### config.mk
export PLATFORM = sky130hd
export DESIGN_NAME = lpc_io_dispatch
export DESIGN_NICKNAME = d
export VERILOG_FILES = /design/src/rtl/lpc_io_dispatch_pkg.sv /design/src/rtl/lpc_win_decode.sv /design/src/rtl/lpc_io_dispatch.sv
export SDC_FILE = /design/constraint.sdc
export NUM_CORES = 1
export LEC_CHECK = 0
export CAP_MARGIN = 20
export CORE_MARGIN = 5
export CORE_UTILIZATION = 43
export DETAILED_ROUTE_END_ITERATION = 10
export PLACE_DENSITY = 0.81
export SYNTH_ARGS = -nofsm -noshare
export SYNTH_HDL_FRONTEND = slang
export SYNTH_HIERARCHICAL = 1
export SYNTH_SLANG_ARGS = --single-unit
### constraint.sdc
create_clock -name clk_i -period 3.3 [get_ports clk_i]
set_clock_uncertainty 0.1 [all_clocks]
set_input_delay 0.33 -clock clk_i [delete_from_list [all_inputs] [get_ports clk_i]]
set_output_delay 0.33 -clock clk_i [all_outputs]
set_load 0.01 [all_outputs]
### src/rtl/lpc_io_dispatch_pkg.sv
// Shared encodings for the LPC I/O dispatcher: FSM state codes and the float-bus value.
package lpc_io_dispatch_pkg;
  localparam int NUM_TGT = 4;

  localparam logic [2:0] LPC_DSP_ST_IDLE    = 3'd0;
  localparam logic [2:0] LPC_DSP_ST_RD_ACC  = 3'd1;
  localparam logic [2:0] LPC_DSP_ST_RD_HOLD = 3'd2;
  localparam logic [2:0] LPC_DSP_ST_WR_ACC  = 3'd3;
  localparam logic [2:0] LPC_DSP_ST_WR_HOLD = 3'd4;

  localparam logic [7:0] LPC_FLOAT_DATA = 8'hFF;
endpackage

### src/rtl/lpc_win_decode.sv
// Combinational priority base/mask window matcher; lowest-index matching window wins.
module lpc_win_decode
  import lpc_io_dispatch_pkg::*;
#(
  parameter logic [63:0] TGT_BASE = 64'h0000_0000_0080_0000,
  parameter logic [63:0] TGT_MASK = 64'h0000_0000_FFFF_FFFF
) (
  input  logic [15:0] addr,
  output logic [3:0]  sel,
  output logic        hit
);
  always_comb begin
    sel = '0;
    hit = 1'b0;
    // Walk from the highest index down so the lowest matching window is written last.
    for (int n = NUM_TGT - 1; n >= 0; n--) begin
      if ((addr & TGT_MASK[16*n +: 16]) == (TGT_BASE[16*n +: 16] & TGT_MASK[16*n +: 16])) begin
        sel    = '0;
        sel[n] = 1'b1;
        hit    = 1'b1;
      end
    end
  end
endmodule

### src/rtl/lpc_io_dispatch.sv
// LPC I/O transaction dispatcher: decodes host I/O cycles onto four select/ack targets.
// Optional target-ack timeout enabled by defining LPC_DISPATCH_TIMEOUT_EN.
module lpc_io_dispatch
  import lpc_io_dispatch_pkg::*;
#(
  parameter logic [63:0] TGT_BASE    = 64'h0000_0000_0080_0000,
  parameter logic [63:0] TGT_MASK    = 64'h0000_0000_FFFF_FFFF,
  parameter int unsigned TIMEOUT_CYC = 255
) (
  input  logic        clk_i,
  input  logic        rst_i,
  input  logic [15:0] lpc_addr_i,
  input  logic [7:0]  lpc_wdata_i,
  input  logic        lpc_data_wr_i,
  output logic        lpc_wr_done_o,
  input  logic        lpc_data_req_i,
  output logic        lpc_data_rd_o,
  output logic [7:0]  lpc_rdata_o,
  output logic [3:0]  tgt_sel_o,
  output logic        tgt_we_o,
  output logic [15:0] tgt_addr_o,
  output logic [7:0]  tgt_wdata_o,
  input  logic [31:0] tgt_rdata_i,
  input  logic [3:0]  tgt_ack_i,
  output logic        err_o
);
  if (TIMEOUT_CYC < 1 || TIMEOUT_CYC > 255) begin : g_bad_timeout
    $error("TIMEOUT_CYC must be in 1..255");
  end

  logic [2:0] state;
  logic       req_q, wr_q;
  logic       wr_edge, rd_edge;
  logic [3:0] dec_sel;
  logic       dec_hit;
  logic       ack_sel;
  logic       expire;
  logic [7:0] rdata_sel;

  lpc_win_decode #(.TGT_BASE(TGT_BASE), .TGT_MASK(TGT_MASK)) u_dec (
    .addr (lpc_addr_i),
    .sel  (dec_sel),
    .hit  (dec_hit)
  );

  assign wr_edge = lpc_data_wr_i & ~wr_q;
  assign rd_edge = lpc_data_req_i & ~req_q;
  assign ack_sel = |(tgt_ack_i & tgt_sel_o);

  always_comb begin
    rdata_sel = '0;
    for (int n = 0; n < NUM_TGT; n++) begin
      if (tgt_sel_o[n]) rdata_sel = rdata_sel | tgt_rdata_i[8*n +: 8];
    end
  end

`ifdef LPC_DISPATCH_TIMEOUT_EN
  logic [7:0] to_cnt;
  logic       err_q;

  assign expire = (to_cnt == 8'(TIMEOUT_CYC - 1));
  assign err_o  = err_q;

  // Counter idles at zero outside the ACC states, so it is already clear on entry.
  always_ff @(posedge clk_i) begin
    if (rst_i)
      to_cnt <= '0;
    else if (state == LPC_DSP_ST_RD_ACC || state == LPC_DSP_ST_WR_ACC)
      to_cnt <= to_cnt + 8'd1;
    else
      to_cnt <= '0;
  end
`else
  assign expire = 1'b0;
  assign err_o  = 1'b0;
`endif

  always_ff @(posedge clk_i) begin
    // Edge history tracks the inputs through reset so a level held across reset is not an edge.
    req_q <= lpc_data_req_i;
    wr_q  <= lpc_data_wr_i;
    if (rst_i) begin
      state         <= LPC_DSP_ST_IDLE;
      tgt_sel_o     <= '0;
      tgt_we_o      <= 1'b0;
      tgt_addr_o    <= '0;
      tgt_wdata_o   <= '0;
      lpc_rdata_o   <= LPC_FLOAT_DATA;
      lpc_data_rd_o <= 1'b0;
      lpc_wr_done_o <= 1'b0;
`ifdef LPC_DISPATCH_TIMEOUT_EN
      err_q         <= 1'b0;
`endif
    end else begin
      case (state)
        LPC_DSP_ST_IDLE: begin
          if (wr_edge || rd_edge) begin
            tgt_addr_o  <= lpc_addr_i;
            tgt_wdata_o <= lpc_wdata_i;
            tgt_sel_o   <= dec_sel;
            tgt_we_o    <= wr_edge & dec_hit;
            if (dec_hit) begin
              state <= wr_edge ? LPC_DSP_ST_WR_ACC : LPC_DSP_ST_RD_ACC;
            end else if (wr_edge) begin
              state         <= LPC_DSP_ST_WR_HOLD;
              lpc_wr_done_o <= 1'b1;
            end else begin
              state         <= LPC_DSP_ST_RD_HOLD;
              lpc_rdata_o   <= LPC_FLOAT_DATA;
              lpc_data_rd_o <= 1'b1;
            end
          end
        end
        LPC_DSP_ST_RD_ACC, LPC_DSP_ST_WR_ACC: begin
          // A real ack on the expiry cycle takes precedence over the timeout.
          if (ack_sel || expire) begin
            tgt_sel_o <= '0;
            tgt_we_o  <= 1'b0;
            if (state == LPC_DSP_ST_RD_ACC) begin
              state         <= LPC_DSP_ST_RD_HOLD;
              lpc_rdata_o   <= ack_sel ? rdata_sel : LPC_FLOAT_DATA;
              lpc_data_rd_o <= 1'b1;
            end else begin
              state         <= LPC_DSP_ST_WR_HOLD;
              lpc_wr_done_o <= 1'b1;
            end
`ifdef LPC_DISPATCH_TIMEOUT_EN
            if (!ack_sel) err_q <= 1'b1;
`endif
          end
        end
        LPC_DSP_ST_RD_HOLD: begin
          if (!lpc_data_req_i) begin
            state         <= LPC_DSP_ST_IDLE;
            lpc_data_rd_o <= 1'b0;
          end
        end
        LPC_DSP_ST_WR_HOLD: begin
          if (!lpc_data_wr_i) begin
            state         <= LPC_DSP_ST_IDLE;
            lpc_wr_done_o <= 1'b0;
          end
        end
        default: state <= LPC_DSP_ST_IDLE;
      endcase
    end
  end
endmodule
Word-level counts from Yosys, hierarchy flattened --
Index checks and enable logic that the tools add are counted.
Storage, ports and cells: register bits after elaboration 44, input port bits 64, logic and storage cells 70, output and inout port bits 40
Cells by class: muxes and demuxes 27, reductions and logical operators 14, bitwise gates (word level) 8, eq/ne operators 11
Operators with widths (number):
- $mux W8 | 4
- $or A8 B8 Y8 | 3
- $mux W3 | 6
- $eq A16 B8 Y1 const B | 1
- $logic_not A16 Y1 | 1
- $mux W4 | 3
- $ne A2 B2 Y1 const B | 6
- $pmux W3 S4 | 1
- $reduce_and A4 Y1 | 3
- $mux W1 | 8
- $pmux W4 S2 | 1
- $eq A3 B2 Y1 const B | 2
- $pmux W1 S2 | 3
- $reduce_and A3 Y1 | 2
- $reduce_bool A2 Y1 | 3
- $and A4 B4 Y4 | 1
- $reduce_or A4 Y1 | 1
- $eq A3 B1 Y1 const B | 1
- $eq A3 B3 Y1 const B | 1
- $logic_not A3 Y1 | 1
- $and A1 B1 Y1 | 2
- $mux W2 | 1
- $not A1 Y1 | 2
- $reduce_and A2 Y1 | 1
- other kinds (2) | 2

Depth between registers and ports, before layout --
Gate-level depths: netlist of the first run.
depth in word-level cells 7, mapped depth 7, mapped depth without buffers 6

Cells and area by module --
Netlist of the first run, hierarchy kept.
Modules (own cells, without submodules):
- lpc_io_dispatch | cells each 237, instances 1, area each 1994.4 um^2, seq. area each 880.8 um^2
- lpc_win_decode | cells each 14, instances 1, area each 73.8 um^2, seq. area each 0.0 um^2

Least setup slack after synthesis of the first run --
Ideal clock, no wire load.
kind reg-to-reg, start register tgt_sel_o[1], end register lpc_data_rd_o, arrival 1.413 ns, buffers on the path 1, period minus slack after synthesis 1.656 ns, data required time 3.057 ns, stages on the path, launching flop included 7, setup time 0.143 ns, path slack 1.644 ns, cell sequence dfxtp_1 -> buf_6 -> a222oi_1 -> and3_1 -> a221oi_4 -> a31oi_1 -> a211oi_2
Between the ends: cells in the longest elaborated chain, start to end 4
RTL lines:
- start, declared | line lpc_io_dispatch.sv:19 | output logic [3:0] tgt_sel_o,
- start signal, assigned | line lpc_io_dispatch.sv:100 | tgt_sel_o <= dec_sel;
- $and A4 B4 Y4 | line lpc_io_dispatch.sv:48 | assign ack_sel = |(tgt_ack_i & tgt_sel_o);
- $reduce_or A4 Y1 | line lpc_io_dispatch.sv:48
- $ne A2 B2 Y1 (no source line)
- $reduce_and A4 Y1 (no source line)
- end signal, assigned | line lpc_io_dispatch.sv:89 | lpc_data_rd_o <= 1'b0;
- end signal, assigned | line lpc_io_dispatch.sv:110 | lpc_data_rd_o <= 1'b1;
- end signal, assigned | line lpc_io_dispatch.sv:122 | lpc_data_rd_o <= 1'b1;
- end, declared | line lpc_io_dispatch.sv:17 | output logic lpc_data_rd_o,
Every way passes these cells. A chain may end at the register's enable or synchronous reset.

Final worst setup path of the first run --
start register state[0], end register lpc_rdata_o[3]
Between the ends: cells in the longest elaborated chain, start to end 3, elaborated cells between the ends (all ways) 4, those cells by class 2 x eq/ne; 2 x reduce/logical
RTL lines:
- start, declared | line lpc_io_dispatch.sv:31 | logic [2:0] state;
- start signal, assigned | line lpc_io_dispatch.sv:103 | state <= wr_edge ? LPC_DSP_ST_WR_ACC : LPC_DSP_ST_RD_ACC;
- $eq A3 B1 Y1 / $eq A3 B2 Y1 (equally long branches) | line lpc_io_dispatch.sv:95, lpc_io_dispatch.sv:119
- $reduce_or A2 Y1 | line lpc_io_dispatch.sv:95 | case (state)
- $reduce_and A3 Y1 (no source line) (*)
- end signal, assigned | line lpc_io_dispatch.sv:121 | lpc_rdata_o <= ack_sel ? rdata_sel : LPC_FLOAT_DATA;
- end, declared | line lpc_io_dispatch.sv:18 | output logic [7:0] lpc_rdata_o,
Every way passes the cells marked *; elsewhere a longest branch is shown, timed or not.

==> results of run 1 <==
==> worst paths after layout <==
| check | from | endpoint | slack (ns) | cells past startpoint |
|---|---|---|---|---|
| worst min register to register | tgt_addr_o[14] | tgt_addr_o[14] | 0.35 | 2 |
| worst max register to register | state[0] | lpc_rdata_o[3] | 1.25 | 5 |
| worst min-delay path | tgt_addr_o[14] | tgt_addr_o[14] | 0.35 | 2 |
| worst max-delay path | state[0] | lpc_rdata_o[3] | 1.25 | 5 |
==> state kept, by name, summed over array words and instances (netlist names) <==
register,count
tgt_addr_o,16
req_q,1
tgt_sel_o,4
tgt_we_o,1
lpc_wr_done_o,1
tgt_wdata_o,8
state,3
lpc_data_rd_o,1
wr_q,1
lpc_rdata_o,8
==> synthesized netlist by cell type, types with 2 or more instances <==
cell type	instances	share of area [%]
a21oi_1	31	7.5
a221oi_1	8	3.4
a22oi_1	9	3.3
a31oi_1	4	1.2
buf_2	8	1.9
buf_4	7	2.5
buf_6	3	1.6
clkbuf_1	4	0.73
conb_1	3	0.54
dfxtp_1	44	43
ha_1	2	1.2
inv_1	4	0.73
nand2_1	65	12
nand2b_1	3	0.91
nor2_1	5	0.91
nor2b_1	2	0.60
nor3_1	3	0.73
nor3b_1	2	0.73
nor4_1	3	0.91
o21ai_0	13	3.1
o21ai_2	4	1.7
or3b_1	5	2.1
==> logic make-up after synthesis <==
| kind of cell | Yosys count | synth area share, % |
|---|---|---|
| AO/OA/AOI/OAI | 77 | 24.98 |
| flip-flops | 44 | 42.59 |
| multiplexers | 2 | 1.028 |
| other | 3 | 0.5444 |
| AND/OR/NAND/NOR | 96 | 21.90 |
| buffers and inverters | 27 | 7.743 |
| adder cells (fa/ha/maj) | 2 | 1.210 |
==> power by group <==
part / internal, W / total [W] / leakage, nW / switching, W
Combinational: 0.000402 / 0.000773 / 0.719 / 0.000371
Clock: 0.000225 / 0.000399 / 0.0552 / 0.000174
Sequential: 0.000643 / 0.000747 / 0.362 / 0.000104
==> stage by stage <==
stage / utilization (%) / instances
2_1_floorplan: - / 251
3_3_place_gp: 64.67 / 387
3_5_place_dp: 64.67 / 387
4_1_cts: 66.96 / 395
5_1_grt: 66.96 / 395
6_report: 66.96 / 395
==> final cells by class <==
type                    instances  area, um2  share of cell area (%)
repair buffers                105       1044                   33.21
multi-input cells             180       1027                   32.70
flip-flops and latches         44      880.8                   28.04
clock buffers                   6      72.57                   2.310
well taps                      54      67.56                   2.151
clock inverters                 2      35.03                   1.115
inverters                       4      15.01                  0.4779
==> metal layers <==
layer  wire [um]  vias up  GRT usage (%)
met5           0        -              0
met3         809        5          9.977
met1        2541      962          22.07
li1            -     1048              -
met4          57        0          4.639
met2        2564       99          30.64
==> worst min-delay path, stage by stage (launching register included) <==
cell and delay [ns]:
dfxtp_1 0.31, nand2_1 0.05, a21oi_1 0.05
==> qor.csv, run 1 <==
metric;value;unit
status;complete, no violations;
path_cells;nor2b_2, and2b_1, nand2_1, a221oi_1, o21ai_0;
ios;104;
rsz0062_at_grt;false;
final_cell_mix;102 x clkdlybuf4s50_1, 65 x nand2_1, 44 x dfxtp_1, 31 x a21oi_1, 13 x o21ai_0;
fin_nets;406;
grt_pass1_vias;2007;
syn_avg_cell_area;8.240;um2
syn_to_final_growth;51.91;%
ys_types;41;
root_buffer;clkbuf_8;
hold_class;flip-flop to flip-flop;
grt_max_degree;43;
hold_viol_final;0;
post_cts_buffers;0;
port_buffers;102;
min_period;2.046;ns
drive_gt1_share;6.452;%
place_area;0.003034;mm2
setup_ws;1.254;ns
power_density;610.9;mW/mm2
n_fill_cell;425;
final_common_cell;clkdlybuf4s50_1;
clock.fmax;0.4887;GHz
async_flop_share;0;%
diodes;0;
synth_ff_type;dfxtp_1;
crit_fanout;14;
relSlewSlack;56.77;%
clockBufferDepth;2;
final_antenna_net_count;0;
fin_crit_sh;62.01;%
cp_top_family;simple AND/OR/NAND/NOR gates;
cpMaxStageDelayCell;dfxtp_1;
antenna_found_initial;0;
synth_fp_nets;317;
fp.dieH;79.36;um
stdcell_area;0.003142;mm2
report.final.slew_viol_count;0;
cts-htree-levels;2;
coreArea;0.004692;mm2
initial_core_util;44.08;%
peakVddDrop;0.3114;mV
post-place-ws;1.144;ns
arrival;2.10;ns
setup_viol;0;
crit_required;3.35;ns
crit_path_end_kind;flip-flop;
tns;0;ns
holdBufCountCts;0;
floorplan.rows;25;
grt_util_all_layers;18.95;%
power;0.001919;W
grt_pass1_wl;9439;um
first_pass_iters;4;
synth_seq_cells;44;
synthCells;251;
dp_hpwl;4545;um
clk_latency;0.29;ns
cts_buffers;5;
drt_iter0_drc;104;
syn_area;0.002068;mm2
grt-ovfl-total;0;
die_x;79.36;um
synth-edff-count;0;
dieArea;0.006297;mm2
cap_violations;0;
cts.repair.resized;0;
cts_tree;built;
via_per_inst;5.352;
worstMarginPinSlew;0.6485;ns
cts.sinks;44;
leakagePower;1.136;nW
vias;2114;
yosysWarnings;6;
clk_pin_slew;0.08;ns
post-route-drc-count;0;
ys_seq_area_share;42.59;%
crit_buf_inv;0;
drt-wirelength-per-cell;15.12;um
drt-total-wl;5972;um
gp_congestion;0.8360;
worstSetupPathType;flip-flop to flip-flop;
hold_ws;0.3545;ns
cp-start-kind;flip-flop;
slowest_delay;0.67;ns
(Power assumes the default switching activity.)
==> run 2, diff against run 1 <==
- CORE_UTILIZATION: 43 -> 36
- PLACE_DENSITY: 0.81 -> 0.72
- clock period: 3.3 -> 1.7 ns (I/O delays scaled with it)
==> qor.csv, run 2 (synthesis gave the netlist of run 1 again) <==
metric;value;unit
syn_to_final_growth;71.75;%
arrival;1.80;ns
place_area;0.003249;mm2
holdBufCountCts;0;
clock.fmax;0.5994;GHz
via_per_inst;5.055;
clk_pin_slew;0.08;ns
root_buffer;clkbuf_8;
report.final.slew_viol_count;0;
cap_violations;0;
final_core_utilization;64.11;%
top_usage_layer;met2;
cts.sinks;44;
crit_path_end_kind;flip-flop;
first_pass_iters;5;
stdcell_area;0.003552;mm2
fp.dieH;85.80;um
port_buffers;102;
floorplan.rows;27;
use_met3;7.589;%
drt-total-wl;6616;um
gp_congestion;0.8131;
crit_fanout;6;
grt_pass1_vias;2112;
clk_latency;0.29;ns
peakVddDrop;0.5481;mV
grt_util_all_layers;16.88;%
clockBufferDepth;2;
drive_gt1_share;17.71;%
initial_core_util;37.33;%
die_x;85.80;um
hold_viol_final;0;
top_regs;tgt_addr_o (16), lpc_rdata_o (8), tgt_wdata_o (8);
grt_pass1_wl;10030;um
cts-htree-levels;2;
largest_reg_flops;16;
cp-start-kind;flip-flop;
min_period;1.668;ns
hold_class;input port to flip-flop;
setup_viol;0;
post-route-drc-count;0;
power;0.004444;W
fin_crit_sh;98.14;%
grt-ovfl-total;0;
final_antenna_net_count;0;
rsz0062_at_grt;true;
antenna_found_initial;0;
ios;104;
grt_use_met1;20.25;%
coreArea;0.005540;mm2
globalRouteMet2Util;27.75;%
fin_nets;432;
drt_iter0_drc;48;
regMostFlops;tgt_addr_o;
status;complete, no violations;
hold_ws;0.2130;ns
final_cell_mix;101 x clkdlybuf4s50_1, 63 x nand2_1, 41 x dfxtp_1, 28 x a21oi_1, 23 x buf_4;
vias;2219;
diodes;0;
cts_buffers;5;
dieArea;0.007361;mm2
dp_hpwl;4797;um
power_density;1251;mW/mm2
leakagePower;1.318;nW
cts_tree;built;
final_common_cell;clkdlybuf4s50_1;
crit_required;1.83;ns
drt-wirelength-per-cell;15.07;um
grt_max_degree;43;
worstSetupPathType;flip-flop to flip-flop;
-- run 2: final cells by class --
| class | count | area [um2] |
|---|---|---|
| fillers | 471 | 1988 |
| repair buffers | 130 | 1270 |
| multi-input cells | 181 | 1134 |
| flip-flops and latches | 44 | 884.6 |
| clock inverters | 3 | 90.09 |
| well taps | 72 | 90.09 |
| clock buffers | 5 | 68.82 |
| inverters | 4 | 15.01 |
-- run 2: power breakdown --
part / switching, W / total [W] / internal (W)
clock network: 0.000357 / 0.00109 / 0.000735
registers: 0.000126 / 0.00138 / 0.00125
logic: 0.000920 / 0.00197 / 0.00105
total: 0.00140 / 0.00444 / 0.00304
-- run 2: final timing paths --
check / depth (start not counted) / start / end / slack, ns
min reg2reg: 2 / tgt_addr_o[1] / tgt_addr_o[1] / 0.36
max: 7 / tgt_sel_o[1] / tgt_sel_o[2] / 0.03
max reg2reg: 7 / tgt_sel_o[1] / tgt_sel_o[2] / 0.03
min: 4 / lpc_addr_i[11] / tgt_addr_o[11] / 0.21
-- run 2: worst max-delay path: stages, from the launching register on --
cell,delay [ns]
dfxtp_2,0.33
a222oi_1,0.40
buf_4,0.20
nand3_4,0.11
o211ai_4,0.12
buf_6,0.15
nand2_2,0.06
a21oi_2,0.14
-- run 2: repair_timing --
item                       in CTS  in global routing
pin swaps                       0                  9
setup endpoints to repair       5                 18
resized for setup               2                 22
cloned                          0                  1
buffers inserted                0                  4
-- run 2: per-layer routing --
layer,vias to the layer above,share of wire (%)
met5,-,0
met4,0,1.1
met3,6,12
met2,95,45
met1,1018,41
li1,1100,-
-- run 2: metrics by stage --
step | TNS (ns) | std cells | worst slack (ns)
after floorplan | 0 | 251 | 0.04387
after global placement | -5.139 | 427 | -0.2902
after detailed placement | -6.986 | 427 | -0.3174
after CTS | -0.01502 | 435 | -0.01502
after global routing | -0.1839 | 439 | -0.03926
final | 0 | 439 | 0.03163
==> run 3, diff against run 2 <==
- CORE_UTILIZATION: 36 -> 34
- SYNTH_HIERARCHICAL: 1 -> not set
==> qor.csv, run 3 <==
metric;value;unit
status;complete, no violations;
ys_types;40;
yosysWarnings;0;
rsz0062_at_grt;true;
yosys-top-cells-count;50 x nand2_1, 43 x dfxtp_1, 26 x a21oi_1, 12 x nor2_1, 9 x a222oi_1;
cp_top_family;simple AND/OR/NAND/NOR gates;
place_area;0.002890;mm2
rr_endpoint;lpc_data_rd_o;
grt_util_all_layers;15.66;%
yosys.area.top_type;dfxtp_1;
power_density;788.3;mW/mm2
dieArea;0.006822;mm2
initial_core_util;35.08;%
drt-wirelength-per-cell;14.12;um
antenna_found_initial;0;
crit_fanout;5;
cts_buffers;5;
rrSetupSlack;0.07;ns
arrival;1.73;ns
vias;1893;
cts_tree;built;
min_period;1.629;ns
largest_reg_flops;16;
stdcell_area;0.003032;mm2
setup_viol;0;
cp-start-kind;flip-flop;
drt_iter0_drc;73;
cts.sinks;43;
via_per_inst;4.891;
grt_pass1_vias;1862;
slowest_delay;0.42;ns
reg2reg_from;state[2];
fin_nets;382;
clockBufferDepth;2;
diodes;0;
grt_max_degree;22;
regMostFlops;tgt_addr_o;
final_common_cell;clkdlybuf4s50_1;
leakagePower;1.125;nW
gp_congestion;0.8241;
path_cells;nand2b_4, or3_4, clkbuf_16, nor2b_1, a311oi_1;
crit_path_end_kind;flip-flop;
fp.dieH;82.60;um
grt-ovfl-total;0;
startpoint;state[2];
crit_cells;5;
root_buffer;clkbuf_8;
coreArea;0.005107;mm2
synthCells;211;
tns;0;ns
fin_crit_sh;95.85;%
clk_latency;0.29;ns
grt_pass1_wl;8280;um
synth_top_area_share;48.04;%
synth_area_leaders;dfxtp_1 48%, nand2_1 10%, a21oi_1 7.3%;
syn_area;0.001792;mm2
ios;104;
dp_hpwl;4136;um
hold_viol_final;0;
peakVddDrop;0.3998;mV
final_antenna_net_count;0;
synth_ff_type;dfxtp_1;
report.final.slew_viol_count;0;
drt-total-wl;5464;um
clock.fmax;0.6137;GHz
cap_violations;0;
reg2reg_depth;5;
min_from;lpc_wdata_i[6];
top_regs;tgt_addr_o (16), lpc_rdata_o (8), tgt_wdata_o (8);
async_flop_share;0;%
worstSetupPathType;flip-flop to flip-flop;
syn_avg_cell_area;8.492;um2
synth_most_common_cell;nand2_1;
port_buffers;92;
final_cell_mix;92 x clkdlybuf4s50_1, 50 x nand2_1, 40 x dfxtp_1, 26 x a21oi_1, 22 x buf_4;
synth-edff-count;0;
first_pass_iters;4;
syn_to_final_growth;69.20;%
clk_pin_slew;0.07;ns
ys_seq_area_share;48.04;%
cts-htree-levels;2;
hold_class;input port to flip-flop;
crit_buf_inv;1;
synth_seq_cells;43;
floorplan.rows;26;
worstSetupEndpoint;lpc_data_rd_o;
cpMaxStageDelayCell;or3_4;
crit_required;1.80;ns
die_x;82.60;um
post-route-drc-count;0;
final_core_utilization;59.36;%
drive_gt1_share;14.20;%
==> run 3: cell count changes after synthesis, moves of 5 or more <==
cell      before  now
a222oi_1       1    9
nand2_1       65   50
or3b_1         5    0
a221oi_1       8    1
a211o_1        0    5
buf_4          7    2
a22oi_1        9    0
a21oi_1       31   26
nor2_1         5   12
o21ai_0       13    1
==> run 3: area by class of cell <==
class	instances	area [um2]
clock buffer	6	72.57
timing repair buffer	118	1176
fill	465	2076
sequential	43	864.6
tap	70	87.58
multi-input combinational	148	823.3
inverter	2	7.507
==> run 3: through the flow <==
stage / total power (W) / cells / hold WS (ns) / setup slack, ns
after global routing: 0.002520 / 387 / 0.3358 / -0.02337
after global placement: 0.001803 / 378 / 0.3399 / -0.1728
after CTS: 0.002409 / 384 / 0.3122 / 0.06289
after floorplan: 0.001428 / 212 / 0.09772 / -0.03038
final: 0.002390 / 387 / 0.3243 / 0.07057
after detailed placement: 0.001814 / 378 / 0.3459 / -0.2448
==> run 3: how the worst min path moves through the flow <==
stage / end / slack (ns) / cells after the start
after floorplan: req_q / 0.1 / 0
after global placement: tgt_wdata_o[5] / 0.34 / 2
after detailed placement: tgt_addr_o[2] / 0.35 / 2
after CTS: tgt_wdata_o[6] / 0.31 / 3
after global routing: tgt_wdata_o[0] / 0.34 / 3
final: tgt_wdata_o[6] / 0.32 / 3
==> run 3: cell families (layout without fill, tap and decap cells) <==
logic type             after synthesis  after routing  synth area share [%]
other                                1              2                0.2093
DFF                                 43             43                 48.04
AOI/OAI and AO/OA                   57             57                 21.93
and+or+nand+nor                     88             88                 22.28
buffers and inverters               21            126                 6.913
muxes                                1              1                0.6284
==> run 3: power breakdown <==
part	switching, W	total, W	internal [W]
combinational	0.000286	0.000676	0.000390
sequential	0.0000413	0.00112	0.00108
clock	0.000315	0.000589	0.000274
==> run 3: what timing repair did <==
action	4_1_cts	5_1_grt
gates resized for setup	0	5
setup buffers	0	1
hold buffers	0	0
setup endpoints to repair	0	9
==> run 3: metal layers <==
metal | global-route usage (%) | up-vias | routed length (um)
met5 | 0 | - | 0
met4 | 4.739 | 0 | 59
met2 | 26.84 | 85 | 2617
li1 | - | 950 | -
met1 | 16.88 | 849 | 2023
met3 | 7.809 | 9 | 763
==> run 3: worst register-to-register path, cell delays in order, from the launching register on <==
cell and delay [ns]:
dfxtp_1 0.33, nand2b_4 0.16, or3_4 0.42, clkbuf_16 0.17, nor2b_1 0.12, a311oi_1 0.23
==> variant: new RTL, config.mk and constraints of run 2 <==
Build with the macro `LPC_DISPATCH_TIMEOUT_EN` defined.
--- a/src/rtl/lpc_io_dispatch.sv
+++ b/src/rtl/lpc_io_dispatch.sv
@@ -2,2 +2,4 @@
 // Optional target-ack timeout enabled by defining LPC_DISPATCH_TIMEOUT_EN.
+`define LPC_DISPATCH_TIMEOUT_EN
+
 module lpc_io_dispatch
Check against the original RTL: no difference found for any inputs over 4 cycles, from zero or initial values and one cycle with rst_i high; that may be too few to reach the edited logic, so the function may still have changed.
==> variant against run 2 <==
Sequential cell count increased by 9; maximum frequency increased by 1.2%; wire length increased by 13%; critical endpoint is now tgt_wdata_o[5]; setup slack improved by 0.019 ns; non-clock buffer count increased by 9; area after synthesis increased by 20%; via count increased by 6.9%; largest cell class unchanged; design area increased by 12%; worst hold slack improved by 0.13 ns.
Power is not compared: it rests on default switching activity, and its combinational part moved more than twofold at a synthesized area within 25%.
==> variant: results (changes against run 2) <==
Status
  • Status: finished clean (unchanged)

GRT
  • Antenna violations before repair: 0 (unchanged)
  • Total global-route track usage: 0.1652 (was 0.1688)
  • First-pass GRT wire length: 11.57 mm (was 10.03 mm)
  • Largest net degree at the start of global routing: 26 (was 43)
  • Vias in the first global route: 2318 (was 2112)

Setup path
  • Critical-path maximum fanout: 12 (was 6)
  • Worst EP arrival: 1.75 ns (was 1.80 ns)
  • RR Endpoint: tgt_wdata_o[5] (was tgt_sel_o[2])
  • Worst Reg-to-Reg Cells: 6 (was 7)
  • Reg-to-reg startpoint: state[0] (was tgt_sel_o[1])
  • Reg2Reg Setup Slack: 0.05 ns (was 0.03 ns)

Power
  • Peak supply drop: 0.3390 mV

Layout
  • Share of cells above drive strength 1: 0.1735 (was 0.1771)
  • Nets: 459 (was 432)
  • Fillers: 613 (was 471)

Timing
  • Hold WS: 0.3447 ns (was 0.2130 ns)

Logic synthesis
  • Syn Nets: 331 (was 317)
  • Synth area leaders: dfxtp_1 (43%), mux2i_1 (13%), nor2_1 (6.5%) (was dfxtp_1 (43%), nand2_1 (12%), a21oi_1 (7.5%))
  • Synth cell types: 47 (was 41)
  • Most frequent cells after synthesis: dfxtp_1 (53), nor2_1 (43), mux2i_1 (33) (was nand2_1 (65), dfxtp_1 (44), a21oi_1 (31))
  • Post-Syn Area per Cell: 9.420 sq um (was 8.240 sq um)
  • Sequential area share after synthesis: 0.4283 (was 0.4259)

Drt
  • TritonRoute pass-1 iters: 4 (was 5)
  • Drt wl/cell: 15.84 um (was 15.07 um)
  • Vias per inst: 5.028 (was 5.055)
  • Via Count: 2373 (was 2219)
  • DR iter-0 viols: 81 (was 48)

Clocking
  • CTS clk-pin slew, worst paths: 0.10 ns (was 0.08 ns)

Worst hold path
  • Worst Hold Endpoint: req_q (was tgt_addr_o[11])
  • HP Start: lpc_data_req_i (was lpc_addr_i[11])
  • Hold Path Stages: 1 (was 4)

Place
  • PortBufs: 103 (was 102)
  • Detail Placement HPWL: 5.481 mm (was 4.797 mm)
  • Final GP Congestion: 0.8470 (was 0.8131)
-- variant: critical path, stage by stage, from the launching register on --
cell and delay [ns]:
dfxtp_1 0.39, or2_4 0.29, a211oi_4 0.16, buf_4 0.16, clkbuf_16 0.17, mux2i_1 0.21, nor2_1 0.06
-- variant: worst max path at each step --
stage                        from             end
detailed placement  lpc_addr_i[1]    tgt_sel_o[2]
floorplan            tgt_sel_o[3]  lpc_rdata_o[0]
global route            to_cnt[0]  lpc_rdata_o[2]
CTS                      state[0]  lpc_rdata_o[4]
finish                   state[0]  tgt_wdata_o[5]
global placement    lpc_addr_i[1]    tgt_sel_o[2]
-- variant: power by group through the flow --
stage	sequential (mW)	combinational, mW	clock [mW]
6_report	1.36	0.808	0.856
5_1_grt	1.37	0.871	0.941
4_1_cts	1.36	0.765	0.899
3_5_place_dp	1.39	0.764	0
3_3_place_gp	1.39	0.755	0
2_1_floorplan	1.41	0.358	0
-- variant: final cells by class --
type                            instances  area, sq um  area share
Multi-Input combinational cell        186         1325      0.3339
Timing Repair Buffer                  139         1341      0.3380
Clock buffer                            5        68.82     0.01734
Clock inverter                          3        46.29     0.01166
Inverter                                6        22.52    0.005675
Tap cell                               80        100.1     0.02522
Sequential cell                        53         1065      0.2683
-- variant: logic make-up (layout without fill, tap and decap cells) --
family / after synthesis / in the layout / synth area share
AO/OA/AOI/OAI: 50 / 50 / 0.1586
adder cells (fa/ha/maj): 4 / 4 / 0.02020
buffers and inverters: 24 / 153 / 0.05808
multiplexers: 33 / 33 / 0.1333
XOR/XNOR: 6 / 6 / 0.02121
flip-flops: 53 / 53 / 0.4283
AND/OR/NAND/NOR: 91 / 91 / 0.1773
other: 2 / 2 / 0.003031
-- variant: routing by layer --
layer / up-vias / GRT usage / share of wire
met5: - / 0 / 0
met4: 0 / 0.05250 / 0.016
met3: 12 / 0.05280 / 0.063
met2: 74 / 0.2507 / 0.46
met1: 1100 / 0.2221 / 0.46
li1: 1187 / - / -
-- variant: timing repair --
item / in CTS / in global routing
buffers inserted: 0 / 2
hold buffers: 0 / 0
cloned: 0 / 1
endpoints found under the setup margin: 3 / 19
gates resized for setup: 2 / 14
-- variant: stage by stage --
stage | setup WS [ns] | utilization | cell area, sq um
6_report | 0.05067 | 0.5874 | 3969
5_1_grt | -0.03078 | 0.5874 | 3969
4_1_cts | 0.01290 | 0.5724 | 3867
3_5_place_dp | -0.2283 | 0.5550 | 3750
3_3_place_gp | -0.2217 | 0.5550 | 3750
2_1_floorplan | 0.008215 | - | 2494
